==> src/rtl/mini16sc_dmem_io_pkg.sv <==
`default_nettype none
// +-----------------------------------------------------------------------+
// | mini16sc_dmem_io_pkg : I/O window map and STATUS layout              |
// | Rev 1.0                                                               |
// +-----------------------------------------------------------------------+
package mini16sc_dmem_io_pkg;

  localparam int WIN_BITS    = 3;
  localparam int WINDOW_SIZE = 1 << WIN_BITS;

  typedef enum logic [WIN_BITS-1:0] {
    OFS_TX_PUSH = 3'd0,
    OFS_RX_DATA = 3'd1,
    OFS_RX_POP  = 3'd2,
    OFS_STATUS  = 3'd3,
    OFS_CYCLE   = 3'd4
  } io_ofs_e;

  localparam int STS_RX_NOT_EMPTY = 0;
  localparam int STS_TX_NOT_FULL  = 1;
  localparam int STS_TX_OVERFLOW  = 2;
  localparam int STS_RX_UNDERFLOW = 3;
  localparam int STS_RX_COUNT_LSB = 8;

endpackage
`default_nettype wire

==> src/rtl/mini16sc_sync_fifo.sv <==
`default_nettype none
// +-----------------------------------------------------------------------+
// | mini16sc_sync_fifo : first-word-fall-through FIFO, registered head   |
// | Rev 1.0                                                               |
// +-----------------------------------------------------------------------+
module mini16sc_sync_fifo #(
  parameter int WIDTH      = 16,
  parameter int DEPTH_BITS = 3
) (
  input  logic                  clk,
  input  logic                  reset,
  input  logic                  push,
  input  logic [WIDTH-1:0]      push_data,
  input  logic                  pop,
  output logic                  full,
  output logic                  empty,
  output logic [DEPTH_BITS:0]   count,
  output logic [WIDTH-1:0]      head
);

  localparam logic [DEPTH_BITS:0] FULL_COUNT = (DEPTH_BITS+1)'(1 << DEPTH_BITS);

  logic [WIDTH-1:0]      mem [1 << DEPTH_BITS];
  logic [DEPTH_BITS-1:0] rd_ptr;
  logic [DEPTH_BITS-1:0] wr_ptr;
  logic [DEPTH_BITS-1:0] rd_next;
  logic [DEPTH_BITS:0]   remain;
  logic                  do_pop;
  logic                  do_push;

  assign full    = (count == FULL_COUNT);
  assign empty   = (count == '0);
  assign do_pop  = pop & ~empty;
  // A pop frees a slot in the same cycle, so a push while full still lands.
  assign do_push = push & (~full | do_pop);
  assign rd_next = rd_ptr + DEPTH_BITS'(do_pop);
  assign remain  = count - (DEPTH_BITS+1)'(do_pop);

  always_ff @(posedge clk) begin
    if (do_push) mem[wr_ptr] <= push_data;
  end

  always_ff @(posedge clk or posedge reset) begin
    if (reset) begin
      rd_ptr <= '0;
      wr_ptr <= '0;
      count  <= '0;
      head   <= '0;
    end else begin
      rd_ptr <= rd_next;
      wr_ptr <= wr_ptr + DEPTH_BITS'(do_push);
      count  <= remain + (DEPTH_BITS+1)'(do_push);
      // Next head comes from storage unless the FIFO drains to nothing this edge.
      if (remain != '0)  head <= mem[rd_next];
      else if (do_push)  head <= push_data;
      else               head <= '0;
    end
  end

endmodule
`default_nettype wire

==> src/rtl/mini16sc_dmem_io.sv <==
`default_nettype none
// +-----------------------------------------------------------------------+
// | mini16sc_dmem_io : data RAM plus TX/RX FIFO memory-mapped I/O window |
// | Option: MINI16SC_DMEM_IO_CYCLE_COUNTER_EN adds a counter at BASE+4   |
// | Rev 1.0                                                               |
// +-----------------------------------------------------------------------+
module mini16sc_dmem_io
  import mini16sc_dmem_io_pkg::*;
#(
  parameter int WIDTH_D    = 16,
  parameter int DEPTH_D    = 8,
  parameter int FIFO_DEPTH = 3
) (
  input  logic               clk,
  input  logic               reset,
  input  logic [DEPTH_D-1:0] mem_d_r_addr,
  output logic [WIDTH_D-1:0] mem_d_r_data,
  input  logic [DEPTH_D-1:0] mem_d_w_addr,
  input  logic [WIDTH_D-1:0] mem_d_w_data,
  input  logic               mem_d_we,
  output logic [WIDTH_D-1:0] tx_data,
  output logic               tx_valid,
  input  logic               tx_ready,
  input  logic [WIDTH_D-1:0] rx_data,
  input  logic               rx_valid,
  output logic               rx_ready
);

  localparam int RAM_WORDS = (1 << DEPTH_D) - WINDOW_SIZE;
  localparam logic [FIFO_DEPTH:0] FIFO_FULL = (FIFO_DEPTH+1)'(1 << FIFO_DEPTH);

  logic [WIDTH_D-1:0]  ram [RAM_WORDS];

  logic                w_win;
  logic                r_win;
  logic [WIN_BITS-1:0] w_ofs;
  logic [WIN_BITS-1:0] r_ofs;
  logic                tx_push_wr;
  logic                rx_pop_wr;
  logic                status_wr;

  logic                tx_full;
  logic                tx_empty;
  logic [FIFO_DEPTH:0] tx_count;
  logic [WIDTH_D-1:0]  tx_head;
  logic                rx_full;
  logic                rx_empty;
  logic [FIFO_DEPTH:0] rx_count;
  logic [WIDTH_D-1:0]  rx_head;
  logic                rx_push;
  logic                rx_pop_ok;
  logic [FIFO_DEPTH:0] rx_count_nxt;

  logic                tx_overflow;
  logic                rx_underflow;
  logic                overflow_set;
  logic                underflow_set;
  logic [WIDTH_D-1:0]  status;
  logic [WIDTH_D-1:0]  cycle_val;
  logic [WIDTH_D-1:0]  rd_val;

  assign w_win      = &mem_d_w_addr[DEPTH_D-1:WIN_BITS];
  assign r_win      = &mem_d_r_addr[DEPTH_D-1:WIN_BITS];
  assign w_ofs      = mem_d_w_addr[WIN_BITS-1:0];
  assign r_ofs      = mem_d_r_addr[WIN_BITS-1:0];
  assign tx_push_wr = mem_d_we & w_win & (w_ofs == OFS_TX_PUSH);
  assign rx_pop_wr  = mem_d_we & w_win & (w_ofs == OFS_RX_POP);
  assign status_wr  = mem_d_we & w_win & (w_ofs == OFS_STATUS);

  mini16sc_sync_fifo #(.WIDTH(WIDTH_D), .DEPTH_BITS(FIFO_DEPTH)) u_tx_fifo (
    .clk       (clk),
    .reset     (reset),
    .push      (tx_push_wr),
    .push_data (mem_d_w_data),
    .pop       (tx_ready),
    .full      (tx_full),
    .empty     (tx_empty),
    .count     (tx_count),
    .head      (tx_head)
  );

  mini16sc_sync_fifo #(.WIDTH(WIDTH_D), .DEPTH_BITS(FIFO_DEPTH)) u_rx_fifo (
    .clk       (clk),
    .reset     (reset),
    .push      (rx_push),
    .push_data (rx_data),
    .pop       (rx_pop_wr),
    .full      (rx_full),
    .empty     (rx_empty),
    .count     (rx_count),
    .head      (rx_head)
  );

  assign tx_data       = tx_head;
  assign tx_valid      = ~tx_empty;
  assign rx_push       = rx_valid & rx_ready & ~rx_full;
  assign rx_pop_ok     = rx_pop_wr & ~rx_empty;
  assign rx_count_nxt  = rx_count + (FIFO_DEPTH+1)'(rx_push) - (FIFO_DEPTH+1)'(rx_pop_ok);
  assign overflow_set  = tx_push_wr & tx_full & ~tx_ready;
  assign underflow_set = rx_pop_wr & rx_empty;

  // rx_ready tracks the post-edge fill level so a full FIFO never sees a capture.
  always_ff @(posedge clk or posedge reset) begin
    if (reset) begin
      rx_ready     <= 1'b0;
      tx_overflow  <= 1'b0;
      rx_underflow <= 1'b0;
    end else begin
      rx_ready     <= (rx_count_nxt != FIFO_FULL);
      tx_overflow  <= (tx_overflow  & ~(status_wr & mem_d_w_data[STS_TX_OVERFLOW]))  | overflow_set;
      rx_underflow <= (rx_underflow & ~(status_wr & mem_d_w_data[STS_RX_UNDERFLOW])) | underflow_set;
    end
  end

`ifdef MINI16SC_DMEM_IO_CYCLE_COUNTER_EN
  logic               cycle_wr;
  logic [WIDTH_D-1:0] cycle_cnt;

  assign cycle_wr  = mem_d_we & w_win & (w_ofs == OFS_CYCLE);
  assign cycle_val = cycle_cnt;

  always_ff @(posedge clk or posedge reset) begin
    if (reset)         cycle_cnt <= '0;
    else if (cycle_wr) cycle_cnt <= mem_d_w_data;
    else               cycle_cnt <= cycle_cnt + WIDTH_D'(1);
  end
`else
  assign cycle_val = '0;
`endif

  always_comb begin
    status = '0;
    status[STS_RX_NOT_EMPTY] = ~rx_empty;
    status[STS_TX_NOT_FULL]  = (tx_count != FIFO_FULL);
    status[STS_TX_OVERFLOW]  = tx_overflow;
    status[STS_RX_UNDERFLOW] = rx_underflow;
    status[STS_RX_COUNT_LSB +: FIFO_DEPTH+1] = rx_count;
  end

  always_comb begin
    rd_val = '0;
    if (!r_win) begin
      rd_val = ram[mem_d_r_addr];
    end else begin
      case (r_ofs)
        OFS_RX_DATA: rd_val = rx_empty ? '0 : rx_head;
        OFS_STATUS:  rd_val = status;
        OFS_CYCLE:   rd_val = cycle_val;
        default:     rd_val = '0;
      endcase
    end
  end

  always_ff @(posedge clk) begin
    if (mem_d_we && !w_win) ram[mem_d_w_addr] <= mem_d_w_data;
  end

  always_ff @(posedge clk or posedge reset) begin
    if (reset) mem_d_r_data <= '0;
    else       mem_d_r_data <= rd_val;
  end

endmodule
`default_nettype wire

==> config.mk <==
export PLATFORM = sky130hd
export DESIGN_NAME = mini16sc_dmem_io
export DESIGN_NICKNAME = d
export VERILOG_FILES = /design/src/rtl/mini16sc_dmem_io_pkg.sv /design/src/rtl/mini16sc_sync_fifo.sv /design/src/rtl/mini16sc_dmem_io.sv
export SDC_FILE = /design/constraint.sdc
export NUM_CORES = 2
export LEC_CHECK = 0
export ABC_AREA = 1
export CAP_MARGIN = 20
export CORE_ASPECT_RATIO = 1.25
export CORE_MARGIN = 1.5
export CORE_UTILIZATION = 50
export DETAILED_ROUTE_END_ITERATION = 10
export GPL_TIMING_DRIVEN = 1
export MAX_ROUTING_LAYER = met4
export PLACE_DENSITY_LB_ADDON = 0.25
export SYNTH_ARGS = -nofsm -noshare
export SYNTH_HDL_FRONTEND = slang
export SYNTH_MEMORY_MAX_BITS = 65536
export SYNTH_SLANG_ARGS = --single-unit
==> constraint.sdc <==
create_clock -name clk -period 4.69 [get_ports clk]
set_input_delay 0.7035 -clock clk [delete_from_list [all_inputs] [get_ports clk]]
set_output_delay 0.7035 -clock clk [all_outputs]
set_load 0.02 [all_outputs]
==> results.txt <==
----------------------------------------------------
[Placed design]
  Number of I/O port buffers ... 86
  Gpl congestion ... 0.9516
  HPWL after DPL ... 290.7 mm
  Cell Area, Placed ... 0.1821 sq mm

[Timing]
  Final min period ... 3.336 ns
  Setup violators final ... 0
  Final total negative setup slack ... 0 ns
  Final Hold Violating Endpoints ... 0
  Worst Max-Slew Pin Slew ... 1.148 ns
  Remaining max-slew budget at the tightest pin ... 23.44%
  Peak Freq ... 0.2997 GHz
  Max-slew violations ... 0
  Fin Clk Skew ... 0.04260 ns
  Unrepaired setup endpoints after global routing ... no
  Ratio of final minimum period to clock period ... 71.14%

[Clock network]
  Postcts setup bufs ... 0
  Library cell used as clock root buffer ... clkbuf_16
  Clock insertion delay at the later pin of the skew report ... 0.95 ns
  Worst-case clock buffer depth ... 4
  Clock slew at reported path FFs ... 0.07 ns
  Level count of the clock H-tree ... 5
  Sink Count ... 4295
  Post-cts hold buffer count ... 0
  CTS tree ... done
  Post-cts resize count ... 0
  Clock buffer count from CTS ... 401

[Power]
  Proportion of power drawn by combinational gates ... 8.9%
  Clock share of power ... 39.4%
  Net switching share of the total power ... 23.74%
  Cell internal power dissipation ... 63070 uW
  Switching power total ... 19630 uW
  Leakage power ... 0.06935 uW
  Portion of total power attributed to sequential cells ... 51.7%
  Peak ir drop on the vdd network ... 0.4239 mV
  Power density relative to cell area ... 423.8 mW/mm^2

[Global routing]
  Largest net degree at the start of global routing ... 161
  Number of antenna violations at the first check in global routing ... 22
  Overall routing resource usage ... 29.31%
  Grt total ovfl ... 0
  Number of global-route vias before repair ... 107784
  Wire length of the first global-routing pass ... 730.5 mm

[Critical path]
  Critical Path Source ... u_rx_fifo.count[2]$_DFF_PP0_
  Worst-path fanout max ... 18
  Start of the worst register-to-register path ... u_rx_fifo.count[2]$_DFF_PP0_
  Launching element type of the critical path ... register
  Worst Path Class, Setup ... register to register
  Critical Path End Type ... register
  Data arrival time at the worst-slack endpoint ... 4.20 ns
  Required time worst endpoint ... 5.56 ns

[Floorplanning]
  Die outline area ... 0.3496 sq mm
  Core region area ... 0.3447 sq mm
  I/O pins ... 87
  Starting Density ... 50.21%
  Horizontal die dimension ... 529.2 um
  Total number of placement rows ... 241
  Die Y-Extent ... 660.7 um

[Logic synthesis]
  Gate count of the mapped netlist ... 14491
  Synth area leaders ... edfxtp_1, nand3_1, nand2_1, nor2_1, clkbuf_1
  Proportion of synthesized flip-flops having asynchronous set or reset ... 1.653%
  Share of Yosys cell area claimed by the top area cell type ... 73.30%
  Number of nets in the synthesized netlist ... 14566
  Seq/Total Area, Yosys ... 74.33%
  Average instance area after synthesis ... 11.94 sq um
  Cell area after technology mapping ... 0.1730 sq mm
  Count of flip-flops with a built-in enable after synthesis ... 4224
  Largest area contributor in the synthesized netlist ... edfxtp_1
  Dominant register cell in the synthesized netlist ... edfxtp_1
  Total of warnings raised by yosys ... 0
  Synthesis-stage register bit count ... 4295
  Number of unique standard cell types used by synthesis ... 44

[Finish]
  # fillers ... 27552
  Fraction of layout instances using a drive strength above 1 ... 8.549%
  Leading cell types in the layout, fill and taps excluded ... nand2_1, edfxtp_1, nand3_1, nor2_1, buf_4
  Nets@finish ... 14741
  Layout overhead on the synthesized area ... 12.77%
  Post-route cell area ... 0.1951 sq mm
  Most common library cell in the layout ignoring fill and taps ... nand2_1
  Layout Utilization ... 56.61%

[Routing]
  Starting DRT DRC Count ... 15326
  Detailed-route vias per instance ... 5.872
  Antenna-violating nets left ... 0
  First-pass DRT Iterations ... 6
  Mean routed wirelength per cell ... 25.76 um
  WL final ... 505.7 mm
  DR DRC count ... 0
  Via count ... 115269

[Run]
  Count of maximum capacitance violations ... 0

[Run status]
  Status ... completed

[Hold path]
  Worst min-delay path category ... input port to asynchronous set/reset pin

----------------------------------------------------
[power groups by stage]
stage / sequential [uW] / clock [uW] / combinational (uW)
after floorplan: 43600 / 0 / 3820
after global routing: 42800 / 34200 / 7870
after CTS: 42800 / 32800 / 7270
after detailed placement: 43600 / 0 / 7240
final: 42800 / 32600 / 7340
after global placement: 43600 / 0 / 7150
[layer usage]
layer  track usage, %  vias up  share of wire, %
met3            4.433     1000               9.0
met1            37.65    56799                38
met2            45.61     5813                48
met4            14.73        0               5.5
li1                 -    51657                 -
met5                -        -                 0
[cell type report]
type                            count  area [sq um]  share of cell area (%)
Tap cell                         4617          5777                   2.961
Inverter                          193         769.5                  0.3944
Timing Repair Buffer              729          7173                   3.676
Clock buffer                      505         10720                   5.492
Antenna cell                       30         75.07                 0.03847
Clock inverter                    216          2206                   1.130
Multi-Input combinational cell   9046         39790                   20.39
Sequential cell                  4295        128600                   65.91
[state kept, by name, summed over array words and instances (netlist names), 3 cells and up]
name / cells
u_rx_fifo.wr_ptr: 3
u_tx_fifo.rd_ptr: 3
u_tx_fifo.count: 4
u_tx_fifo.mem: 128
u_tx_fifo.wr_ptr: 3
ram: 3968
mem_d_r_data: 16
u_rx_fifo.rd_ptr: 3
u_rx_fifo.head: 16
u_tx_fifo.head: 16
u_rx_fifo.mem: 128
u_rx_fifo.count: 4
[logic make-up after synthesis]
group	synth area share (%)
xor+xnor	0.05568
compound gates	1.179
buf+inv	2.730
flops	74.33
fa+ha+maj	0.1634
simple gates	21.54
[Yosys cell counts (6+ instances only)]
cell type  count
nand2_1     4414
edfxtp_1    4224
nand3_1     3645
nor2_1       547
clkbuf_1     523
buf_2        305
o21ai_0      234
inv_1        179
buf_1        125
dfrtp_1       71
o211ai_1      61
o22ai_1       32
ha_1          21
nand3b_1      16
a21oi_1       15
nand2_2       13
inv_2          8
nor3_1         8
xnor2_1        6
[worst max-delay path: stages, from the launching register on]
cell,delay (ns)
dfrtp_1,0.39
inv_1,0.18
ha_1,0.19
nand3_1,0.31
inv_2,0.26
nor2_4,0.07
nand2_2,0.33
inv_1,0.09
ha_1,0.20
xnor2_1,0.20
clkinv_1,0.54
nand3_1,0.29
nand3_1,0.09
nand2_1,0.07
[path summary, 6_finish.rpt]
path,endpoint,slack [ns],cells past startpoint
max reg2reg,u_rx_fifo.head[1]$_DFF_PP0_,1.35,13
min in group clk,ram[213][7]$_DFFE_PP_,0.22,1
min reg2reg,mem_d_r_data[4]$_DFF_PP0_,0.47,2
max,u_rx_fifo.head[1]$_DFF_PP0_,1.35,13
min,u_tx_fifo.count[3]$_DFF_PP0_,0.22,2
max in group asynchronous,u_rx_fifo.head[13]$_DFF_PP0_,3.50,3
[stage by stage]
step	instances	hold slack (ns)	power [uW]	worst slack (ns)
after detailed placement	18880	0.4603	50840	0.4977
after global routing	19620	0.1803	84920	1.118
after CTS	19601	0.1484	82850	1.320
final	19631	0.2201	82700	1.354
after floorplan	14491	0.4255	47470	1.448
after global placement	18880	0.4424	50760	0.5093
Note: power is estimated with default switching activity, not from simulation.
